==> src/rtl/multicycle_ctrl_pkg.sv <==
// ============================================================================
// Module   : multicycle_ctrl_pkg
// Brief    : Shared constants, opcodes, state and select encodings for the
//            RV32I multi-cycle sequencer.
// Revision : 1.0
// ============================================================================
`default_nettype none

package multicycle_ctrl_pkg;

  localparam int DATA_WIDTH = 32;

  localparam logic [6:0] OPC_OP       = 7'b0110011;
  localparam logic [6:0] OPC_OP_IMM   = 7'b0010011;
  localparam logic [6:0] OPC_LOAD     = 7'b0000011;
  localparam logic [6:0] OPC_STORE    = 7'b0100011;
  localparam logic [6:0] OPC_BRANCH   = 7'b1100011;
  localparam logic [6:0] OPC_JAL      = 7'b1101111;
  localparam logic [6:0] OPC_JALR     = 7'b1100111;
  localparam logic [6:0] OPC_LUI      = 7'b0110111;
  localparam logic [6:0] OPC_AUIPC    = 7'b0010111;
  localparam logic [6:0] OPC_MISC_MEM = 7'b0001111;
  localparam logic [6:0] OPC_SYSTEM   = 7'b1110011;

  // Sequencer states
  typedef logic [2:0] state_t;
  localparam state_t ST_IDLE   = 3'd0;
  localparam state_t ST_FETCH  = 3'd1;
  localparam state_t ST_DECODE = 3'd2;
  localparam state_t ST_EXEC   = 3'd3;
  localparam state_t ST_MEM    = 3'd4;
  localparam state_t ST_WB     = 3'd5;
  localparam state_t ST_TRAP   = 3'd6;

  // Bit positions of the one-hot instruction class vector
  localparam int CLS_OP       = 0;
  localparam int CLS_OP_IMM   = 1;
  localparam int CLS_LUI      = 2;
  localparam int CLS_AUIPC    = 3;
  localparam int CLS_JAL      = 4;
  localparam int CLS_JALR     = 5;
  localparam int CLS_LOAD     = 6;
  localparam int CLS_STORE    = 7;
  localparam int CLS_BRANCH   = 8;
  localparam int CLS_MISC_MEM = 9;
  localparam int CLS_SYSTEM   = 10;
  localparam int NUM_CLS      = 11;

  localparam logic [1:0] PC_SEL_PC4 = 2'd0;
  localparam logic [1:0] PC_SEL_IMM = 2'd1;
  localparam logic [1:0] PC_SEL_ALU = 2'd2;

  localparam logic [1:0] ALU_A_RS1  = 2'd0;
  localparam logic [1:0] ALU_A_PC   = 2'd1;
  localparam logic [1:0] ALU_A_ZERO = 2'd2;

  localparam logic [1:0] WB_SEL_ALU = 2'd0;
  localparam logic [1:0] WB_SEL_MEM = 2'd1;
  localparam logic [1:0] WB_SEL_PC4 = 2'd2;

endpackage

`default_nettype wire

==> src/rtl/multicycle_ctrl_inst_class_dec.sv <==
// ============================================================================
// Module   : inst_class_dec
// Brief    : Opcode to one-hot instruction class plus a supported flag.
// Revision : 1.0
// ============================================================================
`default_nettype none

module inst_class_dec
  import multicycle_ctrl_pkg::*;
(
  input  logic [6:0]         opcode,
  output logic [NUM_CLS-1:0] cls,
  output logic               valid
);

  always_comb begin
    cls = '0;
    case (opcode)
      OPC_OP:       cls[CLS_OP]       = 1'b1;
      OPC_OP_IMM:   cls[CLS_OP_IMM]   = 1'b1;
      OPC_LUI:      cls[CLS_LUI]      = 1'b1;
      OPC_AUIPC:    cls[CLS_AUIPC]    = 1'b1;
      OPC_JAL:      cls[CLS_JAL]      = 1'b1;
      OPC_JALR:     cls[CLS_JALR]     = 1'b1;
      OPC_LOAD:     cls[CLS_LOAD]     = 1'b1;
      OPC_STORE:    cls[CLS_STORE]    = 1'b1;
      OPC_BRANCH:   cls[CLS_BRANCH]   = 1'b1;
      OPC_MISC_MEM: cls[CLS_MISC_MEM] = 1'b1;
      OPC_SYSTEM:   cls[CLS_SYSTEM]   = 1'b1;
      default:      cls               = '0;
    endcase
    valid = |cls;
  end

endmodule

`default_nettype wire

==> src/rtl/multicycle_ctrl.sv <==
// ============================================================================
// Module   : multicycle_ctrl
// Brief    : RV32I multi-cycle sequencer driving datapath selects/enables and
//            counting retired instructions.
// Revision : 1.0
// ============================================================================
`default_nettype none

module multicycle_ctrl
  import multicycle_ctrl_pkg::*;
(
  input  logic                  clk,
  input  logic                  rst,
  input  logic [DATA_WIDTH-1:0] inst,
  input  logic                  mem_ready,
  input  logic                  br_taken,
  output logic                  mem_req,
  output logic                  mem_we,
  output logic                  addr_sel,
  output logic                  ir_we,
  output logic                  pc_we,
  output logic [1:0]            pc_sel,
  output logic [1:0]            alu_a_sel,
  output logic                  alu_b_sel,
  output logic                  reg_we,
  output logic [1:0]            wb_sel,
  output logic                  retire,
  output logic [31:0]           instret,
  output logic                  illegal
);

  state_t               state_q, state_d;
  logic [31:0]          instret_q, instret_d;
  logic [NUM_CLS-1:0]   cls;
  logic                 cls_valid;
  logic [1:0]           ex_a_sel;
  logic                 ex_b_sel;
  logic                 unused_inst_hi;

  assign unused_inst_hi = ^inst[DATA_WIDTH-1:7];

  inst_class_dec u_class_dec (
    .opcode (inst[6:0]),
    .cls    (cls),
    .valid  (cls_valid)
  );

  // ALU operand selects per class; reused unchanged in MEM and WB
  always_comb begin
    ex_a_sel = ALU_A_RS1;
    ex_b_sel = 1'b0;
    if (cls[CLS_AUIPC]) ex_a_sel = ALU_A_PC;
    if (cls[CLS_LUI])   ex_a_sel = ALU_A_ZERO;
    if (cls[CLS_OP_IMM] | cls[CLS_LOAD] | cls[CLS_STORE] | cls[CLS_JALR] |
        cls[CLS_AUIPC]  | cls[CLS_LUI])
      ex_b_sel = 1'b1;
  end

  // mem_req/addr_sel depend on state_q only, so they cannot glitch on mem_ready
  always_comb begin
    state_d   = state_q;
    mem_req   = 1'b0;
    mem_we    = 1'b0;
    addr_sel  = 1'b0;
    ir_we     = 1'b0;
    pc_we     = 1'b0;
    pc_sel    = PC_SEL_PC4;
    alu_a_sel = ALU_A_RS1;
    alu_b_sel = 1'b0;
    reg_we    = 1'b0;
    wb_sel    = WB_SEL_ALU;
    retire    = 1'b0;
    illegal   = 1'b0;
    case (state_q)
      ST_IDLE: state_d = ST_FETCH;
      ST_FETCH: begin
        mem_req = 1'b1;
        if (mem_ready) begin
          ir_we   = 1'b1;
          state_d = ST_DECODE;
        end
      end
      ST_DECODE: state_d = cls_valid ? ST_EXEC : ST_TRAP;
      ST_EXEC: begin
        alu_a_sel = ex_a_sel;
        alu_b_sel = ex_b_sel;
        if (cls[CLS_LOAD] | cls[CLS_STORE]) begin
          state_d = ST_MEM;
        end else if (cls[CLS_BRANCH]) begin
          pc_we   = 1'b1;
          retire  = 1'b1;
          pc_sel  = br_taken ? PC_SEL_IMM : PC_SEL_PC4;
          state_d = ST_FETCH;
        end else if (cls[CLS_MISC_MEM] | cls[CLS_SYSTEM]) begin
          pc_we   = 1'b1;
          retire  = 1'b1;
          state_d = ST_FETCH;
        end else begin
          state_d = ST_WB;
        end
      end
      ST_MEM: begin
        mem_req   = 1'b1;
        addr_sel  = 1'b1;
        alu_a_sel = ALU_A_RS1;
        alu_b_sel = 1'b1;
        mem_we    = cls[CLS_STORE];
        if (mem_ready) begin
          if (cls[CLS_STORE]) begin
            pc_we   = 1'b1;
            retire  = 1'b1;
            state_d = ST_FETCH;
          end else begin
            state_d = ST_WB;
          end
        end
      end
      ST_WB: begin
        reg_we    = 1'b1;
        pc_we     = 1'b1;
        retire    = 1'b1;
        alu_a_sel = ex_a_sel;
        alu_b_sel = ex_b_sel;
        if (cls[CLS_LOAD])
          wb_sel = WB_SEL_MEM;
        else if (cls[CLS_JAL] | cls[CLS_JALR])
          wb_sel = WB_SEL_PC4;
        if (cls[CLS_JAL])
          pc_sel = PC_SEL_IMM;
        else if (cls[CLS_JALR])
          pc_sel = PC_SEL_ALU;
        state_d = ST_FETCH;
      end
      ST_TRAP: illegal = 1'b1;
      default: state_d = ST_IDLE;
    endcase
  end

  assign instret_d = instret_q + {31'd0, retire};
  assign instret   = instret_q;

  always_ff @(posedge clk or posedge rst) begin
    if (rst) begin
      state_q   <= ST_IDLE;
      instret_q <= '0;
    end else begin
      state_q   <= state_d;
      instret_q <= instret_d;
    end
  end

endmodule

`default_nettype wire

==> config.mk <==
export PLATFORM = sky130hd
export DESIGN_NAME = multicycle_ctrl
export DESIGN_NICKNAME = d
export VERILOG_FILES = /design/src/rtl/multicycle_ctrl_pkg.sv /design/src/rtl/multicycle_ctrl_inst_class_dec.sv /design/src/rtl/multicycle_ctrl.sv
export SDC_FILE = /design/constraint.sdc
export NUM_CORES = 1
export LEC_CHECK = 0
export ABC_AREA = 1
export BUFFER_PORTS_ARGS = -buffer_cell sky130_fd_sc_hd__buf_2
export CORE_ASPECT_RATIO = 1.2
export CORE_MARGIN = 2
export CORE_UTILIZATION = 41
export DETAILED_ROUTE_END_ITERATION = 7
export PLACE_DENSITY = 0.74
export RECOVER_POWER = 25
export REMOVE_ABC_BUFFERS = 1
export SLEW_MARGIN = 20
export SYNTH_ARGS = -nofsm -noshare
export SYNTH_HDL_FRONTEND = slang
export SYNTH_HIERARCHICAL = 1
export SYNTH_SLANG_ARGS = --single-unit
==> constraint.sdc <==
create_clock -name clk -period 3.4 [get_ports clk]
set_clock_uncertainty 0.2 [all_clocks]
set_input_delay 0.68 -clock clk [delete_from_list [all_inputs] [get_ports clk]]
set_output_delay 0.68 -clock clk [all_outputs]
set_load 0.01 [all_outputs]
==> impl_metrics.ini <==
[run_status]
outcome = finished, violations left
violations = max-capacitance violations, max-slew violations

[timing]
maxSlewViolCount = 36
setup_ws_ps = 409
finalSetupViolCount = 0
setup_tns_ps = 0
max_freq_mhz = 334
rsz0062_at_grt = false
hold_viol_final = 0
worstMarginPinSlew_ps = 1890
fin_crit_sh_pct = 88.0
fin_crit_ps = 2990
slew_headroom_pct = -25.9

[die]
pin_count = 83
dieHeight_um = 87.9
rows = 30
dieWidth_um = 73.9
dieArea_um2 = 6490
core_area_um2 = 5670
floorplan.initialDensity_pct = 42.4

[grt]
antenna_found_initial = 0
grt_pass1_vias = 2251
grt-ovfl-total = 0
grt_pass1_wl_um = 9320
grt_max_degree = 36
grt_usage_pct = 18.6

[power]
leakagePower_nw = 1.61
power_w = 0.00110
ir_drop_uv = 278
p_per_area_nw_per_um2 = 382

[placed_design]
place_inst = 498
place_hpwl_um = 4550
post-place-ws_ps = 125
port_buffers = 57
place.gp.congestion = 0.934

[clocking]
cts_max_level = 2
cts_setup_buffers = 0
numCtsBuffers = 5
cts_hold_buffers = 0
root_buffer = clkbuf_8
cts_sinks = 35
clockBufferDepth = 2
clock_latency_ps = 290
path_clk_slew_ps = 70
cts_resized = 0
cts_tree = yes

[route]
drt-vias-per-instance = 4.74
routed_wirelength_um = 5640
post_drt_wl_per_cell_um = 11.1
first_pass_iters = 4
drtAntennaViolNets = 0
drtIter0Drc = 93
remaining_drc_errors = 0
vias = 2397

[worst_setup_path]
cp.required_ps = 3380
crit_buf_inv = 2
crit_chain = buf_2 > nand2_1 > nor2_1 > nand2_1 > inv_1 > nor2_1 > nand2_1 > o21ai_0 > ha_1 > ha_1 > nand2_1 > nor2_2 > nand2_2 > nor2_4 > nand2_1 > nand2_1 > nand2_1
cpLargestDelayFamily = simple AND/OR/NAND/NOR gates
end_kind = register
critPathLaunchType = primary input
cpMostUsedCell = nand2_1
path_class = primary input to register
critical_path.max_fanout = 4
arrival_ps = 2970
critPathSlowestCell = o21ai_0
max_stage_delay_ps = 300

[final_layout]
fin_nets = 463
n_antenna_cell = 0
layout.cells.non_filler = 506
area_growth_pct = 19.9
layout-drive-gt1-share_pct = 22.8
fin_util_pct = 50.8

[logic_synthesis]
syn_area_um2 = 2400
synthCells = 359
synth_area_per_cell_um2 = 6.69
yosys_warnings = 6

[flow_run]
drv_cap = 1

[worst_hold_path]
min_path_type = register to register
-- layout make-up --
class / count / area, um2
fill: 559 / 2790
multi-input combinational: 272 / 1330
sequential: 35 / 876
timing repair buffer: 60 / 304
inverter: 51 / 191
tap: 80 / 100
clock buffer: 7 / 76.3
clock inverter: 1 / 5.00
-- per-layer routing --
layer  GRT usage, %  part of all wire, %  vias up
li1               -                    -     1213
met1           19.4                   41     1075
met2           33.8                   49       88
met3           4.26                  6.1       21
met4           10.2                  4.2        0
met5              0                    0        -
-- power breakdown --
part | internal (W) | switching, W
Sequential | 0.000457 | 0.0000496
Combinational | 0.000109 | 0.000191
Clock | 0.000144 | 0.000149
-- tightest hold or removal path: stages (launching register included) --
cell and delay, ps:
dfrtp_1 370, nand2_1 60, nand2_1 40
-- per-stage QoR --
stage	hold WS (ps)	instance area [um2]
2_1_floorplan	318	2390
3_3_place_gp	270	2800
3_5_place_dp	291	2800
4_1_cts	294	2880
5_1_grt	347	2880
6_report	302	2880
-- cells in the final DEF, fill, tap and decap left out --
| cell type | count |
|---|---|
| nand2_2 | 9 |
| nand2_4 | 2 |
| nor2_1 | 65 |
| clkbuf_8 | 5 |
| xor2_1 | 8 |
| xor2_2 | 2 |
| nand3_1 | 21 |
| ha_1 | 2 |
| inv_1 | 45 |
| xnor2_1 | 5 |
| nor2_4 | 3 |
| o2bb2ai_1 | 1 |
| clkinv_2 | 1 |
| nor3_1 | 3 |
| nand2_1 | 130 |
| clkbuf_1 | 3 |
| buf_4 | 2 |
| dfrtp_1 | 35 |
| inv_2 | 4 |
| clkinv_1 | 2 |
| nor2_8 | 4 |
| nand3b_1 | 1 |
| o21ai_0 | 2 |
| nor2_2 | 8 |
| o22ai_1 | 2 |
| buf_2 | 57 |
| a211oi_1 | 1 |
| a21oi_1 | 3 |
-- flip-flops by register name, indices dropped and copies added, names as in the netlist --
signal and cells:
instret 32, state_q 3
-- path summary, 6_finish.rpt --
check,startpoint,to,slack [ps],depth (start not counted)
max in group asynchronous,rst,instret[8]$_DFF_PP0_,1060,3
worst max-delay path,inst[1],instret[26]$_DFF_PP0_,410,17
min in group asynchronous,rst,instret[28]$_DFF_PP0_,850,3
worst max register to register,state_q[2]$_DFFE_PP0P_,instret[26]$_DFF_PP0_,680,14
worst min-delay path,instret[31]$_DFF_PP0_,instret[31]$_DFF_PP0_,300,2
worst min register to register,instret[31]$_DFF_PP0_,instret[31]$_DFF_PP0_,300,2
Note: power is estimated with default switching activity, not from simulation.
